File: config.mk
export PLATFORM = sky130hd
export DESIGN_NAME = mdu
export DESIGN_NICKNAME = d
export VERILOG_FILES = /design/src/rtl/mdu.sv
export SDC_FILE = /design/constraint.sdc
export NUM_CORES = 1
export LEC_CHECK = 0
export BUFFER_PORTS_ARGS = -buffer_cell sky130_fd_sc_hd__buf_2
export CORE_UTILIZATION = 47
export CTS_BUF_LIST = sky130_fd_sc_hd__clkbuf_16
export DETAILED_ROUTE_END_ITERATION = 10
export GPL_ROUTABILITY_DRIVEN = 0
export HOLD_SLACK_MARGIN = 0.08
export PLACE_DENSITY = 0.67
export SETUP_SLACK_MARGIN = 0.02
export SYNTH_ARGS = -nofsm -noshare
export SYNTH_HDL_FRONTEND = slang
export SYNTH_SLANG_ARGS = --single-unit
File: constraint.sdc
create_clock -name I_clk -period 2.95 [get_ports I_clk]
set_input_delay 0.1475 -clock I_clk [delete_from_list [all_inputs] [get_ports I_clk]]
set_output_delay 0.1475 -clock I_clk [all_outputs]
set_load 0.1 [all_outputs]
File: src/rtl/mdu.sv
// Iterative RV32M multiply/divide unit: shift-add multiply, restoring divide.
// One bit per cycle, start/busy/done handshake for pipeline stalls.
module mdu (
  input  logic        I_clk,
  input  logic        I_rst,
  input  logic        I_start,
  input  logic [2:0]  I_mdusel,
  input  logic [31:0] I_data1,
  input  logic [31:0] I_data2,
  output logic [31:0] O_data,
  output logic        O_busy,
  output logic        O_done
);

  localparam logic [1:0] S_IDLE = 2'd0;
  localparam logic [1:0] S_CALC = 2'd1;
  localparam logic [1:0] S_FIN  = 2'd2;

  logic [1:0]  r_state;
  logic [2:0]  r_op;
  logic        r_neg;
  logic        r_rneg;
  logic [4:0]  r_cnt;
  logic [31:0] r_mcand;
  logic [63:0] r_acc;
  logic [32:0] r_rem;
  logic        r_spec;
  logic [31:0] r_sres;
  logic [31:0] r_data;
  logic        r_busy;
  logic        r_done;

  logic        w_s1;
  logic        w_s2;
  logic        w_an;
  logic        w_bn;
  logic [31:0] w_amag;
  logic [31:0] w_bmag;
  logic        w_div0;
  logic        w_ovf;
  logic [31:0] w_sres;
  logic [32:0] w_sum;
  logic [33:0] w_shl;
  logic [33:0] w_diff;
  logic [63:0] w_prod;
  logic [31:0] w_quo;
  logic [31:0] w_rm;
  logic [31:0] w_res;

  assign w_s1 = (I_mdusel == 3'd1) || (I_mdusel == 3'd2) ||
                (I_mdusel == 3'd4) || (I_mdusel == 3'd6);
  assign w_s2 = (I_mdusel == 3'd1) || (I_mdusel == 3'd4) ||
                (I_mdusel == 3'd6);
  assign w_an = w_s1 & I_data1[31];
  assign w_bn = w_s2 & I_data2[31];
  assign w_amag = w_an ? (~I_data1 + 32'd1) : I_data1;
  assign w_bmag = w_bn ? (~I_data2 + 32'd1) : I_data2;

  assign w_div0 = I_mdusel[2] && (I_data2 == 32'd0);
  assign w_ovf  = ((I_mdusel == 3'd4) || (I_mdusel == 3'd6)) &&
                  (I_data1 == 32'h8000_0000) &&
                  (I_data2 == 32'hFFFF_FFFF);
  assign w_sres = w_div0 ? (I_mdusel[1] ? I_data1 : 32'hFFFF_FFFF)
                         : (I_mdusel[1] ? 32'd0 : 32'h8000_0000);

  // multiply step: carry out of the upper-half add shifts back in
  assign w_sum = {1'b0, r_acc[63:32]} +
                 {1'b0, (r_acc[0] ? r_mcand : 32'd0)};

  // divide step: lower half of r_acc shifts dividend out, quotient in
  assign w_shl  = {r_rem, r_acc[31]};
  assign w_diff = w_shl - {2'b00, r_mcand};

  assign w_prod = r_neg ? (~r_acc + 64'd1) : r_acc;
  assign w_quo  = r_neg ? (~r_acc[31:0] + 32'd1) : r_acc[31:0];
  assign w_rm   = r_rneg ? (~r_rem[31:0] + 32'd1) : r_rem[31:0];

  always_comb begin
    w_res = 32'd0;
    if (r_spec) begin
      w_res = r_sres;
    end else begin
      case (r_op)
        3'd0:    w_res = w_prod[31:0];
        3'd1,
        3'd2,
        3'd3:    w_res = w_prod[63:32];
        3'd4,
        3'd5:    w_res = w_quo;
        default: w_res = w_rm;
      endcase
    end
  end

  always_ff @(posedge I_clk) begin
    if (I_rst) begin
      r_state <= S_IDLE;
      r_op    <= 3'd0;
      r_neg   <= 1'b0;
      r_rneg  <= 1'b0;
      r_cnt   <= 5'd0;
      r_mcand <= 32'd0;
      r_acc   <= 64'd0;
      r_rem   <= 33'd0;
      r_spec  <= 1'b0;
      r_sres  <= 32'd0;
      r_data  <= 32'd0;
      r_busy  <= 1'b0;
      r_done  <= 1'b0;
    end else begin
      r_done <= 1'b0;
      case (r_state)
        S_IDLE: begin
          if (I_start) begin
            r_op    <= I_mdusel;
            r_neg   <= w_an ^ w_bn;
            r_rneg  <= w_an;
            r_cnt   <= 5'd31;
            r_mcand <= I_mdusel[2] ? w_bmag : w_amag;
            r_acc   <= {32'd0, (I_mdusel[2] ? w_amag : w_bmag)};
            r_rem   <= 33'd0;
            r_spec  <= w_div0 | w_ovf;
            r_sres  <= w_sres;
            r_busy  <= 1'b1;
            r_state <= (w_div0 | w_ovf) ? S_FIN : S_CALC;
          end
        end
        S_CALC: begin
          if (r_op[2]) begin
            if (!w_diff[33]) begin
              r_rem <= w_diff[32:0];
              r_acc <= {r_acc[63:32], r_acc[30:0], 1'b1};
            end else begin
              r_rem <= w_shl[32:0];
              r_acc <= {r_acc[63:32], r_acc[30:0], 1'b0};
            end
          end else begin
            r_acc <= {w_sum, r_acc[31:1]};
          end
          if (r_cnt == 5'd0) begin
            r_state <= S_FIN;
          end else begin
            r_cnt <= r_cnt - 5'd1;
          end
        end
        S_FIN: begin
          r_data  <= w_res;
          r_done  <= 1'b1;
          r_busy  <= 1'b0;
          r_state <= S_IDLE;
        end
        default: begin
          r_state <= S_IDLE;
          r_busy  <= 1'b0;
        end
      endcase
    end
  end

  assign O_data = r_data;
  assign O_busy = r_busy;
  assign O_done = r_done;

endmodule

### After elaboration in Yosys (flattened, before gate mapping)

Index checks and enable logic that the tools add are counted.

* add/sub/neg operators: 8
* equality and inequality tests: 18
* muxes and demuxes: 31
* bitwise logic cells: 10
* reductions and logical operators: 23

Operators with widths (number)
* 32-bit 2-to-1 mux: 11
* 64-bit 2-to-1 mux: 3
* 32-bit by 1-bit adder with 32-bit output, second input constant: 4
* 32-bit inverter: 4
* 64-bit case mux with 2 select lines: 1
* 33-bit 2-to-1 mux: 3
* 32-bit case mux with 3 select lines: 1
* 33-bit case mux with 2 select lines: 1
* 64-bit by 1-bit adder with 64-bit output, second input constant: 1
* 32-bit equality test, second input constant: 2
* 64-bit inverter: 1
* 34-bit by 32-bit subtractor with 34-bit output: 1
* 32-bit by 32-bit adder with 33-bit output: 1
* 32-bit zero test: 1
* 3-bit equality test, second input constant: 4
* 5-bit 2-to-1 mux: 2
* 2-bit inequality test, second input constant: 5
* 5-bit case mux with 2 select lines: 1
* 3-bit by 2-bit equality test with 1-bit output, second input constant: 3
* 3-bit AND reduction: 3
* 2-bit AND reduction: 4
* 3-bit by 1-bit equality test with 1-bit output, second input constant: 2
* 1-bit logical OR: 6
* 2-bit 2-to-1 mux: 3
* 17 further kinds: 22

* register bits: 208
* word-level logic and storage cells: 104

### Longest topological paths before layout

* depth after elaboration: 9
* depth in mapped cells: 14
* mapped depth without buffers: 13

### Worst setup path after synthesis

No wires, ideal clock.

* path type: reg2reg
* start point: register r_acc[0]
* end point: register r_acc[60]
* arrival time: 3.178 ns
* data required time: 2.859 ns
* slack: -0.319 ns
* stages on the path, launching flop included: 15
* buffers on the path: 2
* path through: dfxtp_1 -> inv_1 -> clkbuf_1 -> nor2_1 -> ha_1 -> clkbuf_1 -> a21oi_1 -> o21ai_0 -> a2111oi_0 -> o41ai_1 -> a21o_1 -> nor2_1 -> o21ai_0 -> or4b_1 -> a311oi_1

* word-level cells in the longest chain between the ends: 4

RTL lines
* start, declared: line 25 `logic [63:0] r_acc;`
* start signal, assigned: line 120 `r_acc <= {32'd0, (I_mdusel[2] ? w_amag : w_bmag)};`
* start signal, assigned: line 132 `r_acc <= {r_acc[63:32], r_acc[30:0], 1'b1};`
* start signal, assigned: line 135 `r_acc <= {r_acc[63:32], r_acc[30:0], 1'b0};`
* 32-bit 2-to-1 mux: line 68 `{1'b0, (r_acc[0] ? r_mcand : 32'd0)};`
* 32-bit by 32-bit adder with 33-bit output: line 67 `assign w_sum = {1'b0, r_acc[63:32]} +`
* 64-bit 2-to-1 mux: line 129 `if (r_op[2]) begin`
* 64-bit case mux with 2 select lines: line 112 `case (r_state)`

Every way passes these cells. The select of a mux whose other input is x is not followed.
A chain may end at the register's enable or synchronous reset.

### Final worst setup path

* start point: register r_acc[0]
* end point: register r_data[18], in the netlist O_data[18]

* word-level cells in the longest chain between the ends: 5

RTL lines
* 64-bit inverter or 32-bit inverter (tied branches): line 74, 75
* 64-bit by 1-bit adder with 64-bit output or 32-bit by 1-bit adder with 32-bit output (tied branches): line 74, 75
* 64-bit 2-to-1 mux or 32-bit 2-to-1 mux (tied branches): line 74, 75
* 32-bit case mux with 3 select lines *: line 83 `case (r_op)`
* 32-bit 2-to-1 mux *: line 80 `if (r_spec) begin`
* end signal, assigned: line 147 `r_data <= w_res;`
* end, declared: line 29 `logic [31:0] r_data;`

Mark *: on every way between the ends. The rest lies on a longest branch, timed or not.

==> impl_metrics.tcl <==
set metrics [dict create \
    rows 68 \
    switching_share_pct 37.1 \
    antenna_cells 0 \
    ys_ff_latch 208 \
    die_area_um2 36200 \
    finalSetupTns_ns -0.844 \
    netlist_area_um2 16600 \
    dp_cells 2986 \
    drtAntennaViolNets 0 \
    fin_util_pct 63.6 \
    cts_tree "built" \
    yosysTopAreaCellShare_pct 25.0 \
    h-tree-depth 1 \
    crit_required_ns 3.36 \
    crit_type "flip-flop to flip-flop" \
    fillers 2952 \
    ys_async_sr_fraction_pct 0 \
    grt_pass1_vias 17948 \
    seq_area_frac_synth_pct 25.0 \
    final_hold_viol_count 0 \
    timing.slew.headroom_pct 10.7 \
    fin_cells 3087 \
    p_comb_share_pct 35.5 \
    die_w_um 190 \
    pwr-share-clk_pct 34.5 \
    path_delay_family "simple AND/OR/NAND/NOR gates" \
    slew_viol_final 0 \
    route.detailed.drc 0 \
    fmaxAchievable_mhz 324 \
    cts_inserted_buffers 26 \
    ys_top_cells_by_area "dfxtp_1 (25%), a21oi_1 (6.8%), nand2_1 (6.3%)" \
    peakVddDrop_mv 0.385 \
    yosysUniqueCellTypes 74 \
    path_buf_inv 2 \
    layout-drive-gt1-share_pct 26.1 \
    yosys_most_used_dff "dfxtp_1" \
    wl_per_cell_um 21.6 \
    cts.clk_slew.worst_paths_ns 0.07 \
    grt_pass1_wl_mm 99.6 \
    end_kind "flip-flop" \
    drv_cap 0 \
    setup_violations 13 \
    syn-instance-count 2304 \
    clk_latency_ns 0.56 \
    setup_ws_ns -0.138 \
    layout_common_cells "buf_4 (287), nand2_1 (273), a21oi_1 (206)" \
    clockBufferDepth 3 \
    grt.total_usage_pct 35.1 \
    root_buffer "clkbuf_16" \
    hpwl_mm 49.2 \
    synth_area_per_cell_um2 7.22 \
    final_common_cell "buf_4" \
    synth_edf_count 0 \
    grt_max_degree 85 \
    io_pins 104 \
    first_iter_violations 2052 \
    initial_core_util_pct 47.9 \
    core_area_um2 34700 \
    crit_fanout 5 \
    port_buffers 103 \
    grt_overflow 0 \
    dr.pass1.iters 6 \
    intPower_mw 6.55 \
    dr_total_vias 19340 \
    status "finished with violations" \
    clkSinkCount 208 \
    slowest_delay_ns 0.50 \
    yosysWarnings 0 \
    cp-start-kind "flip-flop" \
    finalCritPeriodShare_pct 105 \
    yosys.area.top_type "dfxtp_1" \
    worstPathCellList "inv_6, ha_2, nand2b_1, or4_4, or4_4, buf_4, nor2_1, nor2_1, xnor2_2, o221ai_1, a21oi_1, nor3_1" \
    skew_ns 0.0224 \
    grt_setup_unrepaired "true" \
    nNetsFinal 2755 \
    dieHeight_um 190 \
    power.density_nw_per_um2 472 \
    tightest_slew_ns 1.33 \
    leakagePower_nw 8.77 \
    viasPerCell 6.26 \
    power_frac_seq_pct 30.0 \
    hold_path.class "primary input to flip-flop" \
    grt_antenna_before_repair 0 \
    area.growth.synth_to_final_pct 32.7 \
    switchingPower_mw 3.87 \
    critPathSlowestCell "or4_4" \
    failed_checks "setup timing" \
    arrival_ns 3.50 \
    period_needed_ns 3.09 \
    syn_nets 2447 \
    drt-total-wl_mm 66.7 \
]
synthesized netlist by cell type (all sizes together), types with 40 or more instances:
cell and number:
o211ai 40, or3 40, nor3 51, mux2i 43, inv 76, xor2 91
a21oi 226, dfxtp 208, o21ai 174, ha 71, xnor2 99, clkbuf 131
nand2b 42, a211oi 60, nand2 278, nand3 63, nor2 203
power by group through the flow:
stage | sequential [mW] | combinational [mW] | clock, mW
after floorplan | 3.32 | 1.82 | 0
after global placement | 3.16 | 3.18 | 0
after detailed placement | 3.17 | 3.22 | 0
after CTS | 3.11 | 3.39 | 3.60
after global routing | 3.14 | 3.92 | 3.71
final | 3.13 | 3.70 | 3.60
metal layers:
| layer | global-route usage (%) | routed length, µm | vias up |
|---|---|---|---|
| met5 | 0 | 0 | - |
| met4 | 22.5 | 4840 | 0 |
| met3 | 6.46 | 6510 | 263 |
| met2 | 52.6 | 28400 | 1031 |
| met1 | 46.2 | 27000 | 9078 |
| li1 | - | - | 8968 |
kinds of logic (layout without fill, tap and decap cells):
group	count (synthesis)	count (layout)	synth area share, %
buffers and inverters	236	564	5.45
muxes	44	44	2.65
xor gates and xnor gates	190	190	10.0
and+or+nand+nor	805	805	22.6
adders and majority gates	73	73	5.58
AOI/OAI and AO/OA	748	748	28.7
DFF	208	208	25.0
worst register-to-register path, delay by kind of cell (launching register included):
| kind | cells | cell delay [ns] |
|---|---|---|
| xor+xnor | 1 | 0.26 |
| buf+inv | 2 | 0.24 |
| compound gates | 2 | 0.60 |
| flops | 1 | 0.36 |
| simple gates | 6 | 1.27 |
| fa+ha+maj | 1 | 0.19 |
cell type report:
class | instances | area [µm²] | area share (%)
Clock buffer | 26 | 651 | 2.95
Tap cell | 455 | 569 | 2.58
Clock inverter | 22 | 312 | 1.41
Timing Repair Buffer | 439 | 3290 | 14.9
Multi-Input combinational cell | 1860 | 12800 | 57.8
Sequential cell | 208 | 4190 | 19.0
Inverter | 77 | 297 | 1.34
stage by stage:
step	hold slack (ns)	setup slack [ns]	area, µm²	total power [mW]
2_1_floorplan	0.283	-0.170	16700	5.15
3_3_place_gp	0.432	-0.290	19400	6.34
3_5_place_dp	0.440	-0.465	19400	6.38
4_1_cts	0.0819	-0.0518	21200	10.1
5_1_grt	0.101	-0.188	22100	10.8
6_report	0.0896	-0.138	22100	10.4
sequential cells by signal, summed over array words and instances, names as in the netlist:
signal   count
r_spec       1
r_sres      32
r_op         3
O_data      32
r_cnt        5
r_acc       64
r_mcand     32
O_busy       1
r_neg        1
r_rneg       1
r_rem       33
O_done       1
r_state      2
timing repair:
action | CTS | global route
setup endpoints to repair | 77 | 86
cloned | 1 | 0
pin swaps | 65 | 107
setup buffers | 14 | 11
hold buffers | 28 | 0
gates resized for setup | 112 | 194
endpoints found under the hold margin | 33 | 0
final timing paths:
kind                                  start           to  slack (ns)  cells after the start
worst max-delay path               r_acc[0]   O_data[18]       -0.14                     12
worst min-delay path            I_data2[16]  r_mcand[16]        0.09                      5
worst max register to register     r_acc[0]   O_data[18]       -0.14                     12
worst min register to register    O_data[0]    O_data[0]        0.45                      2
Note: power is estimated with default switching activity, not from simulation.
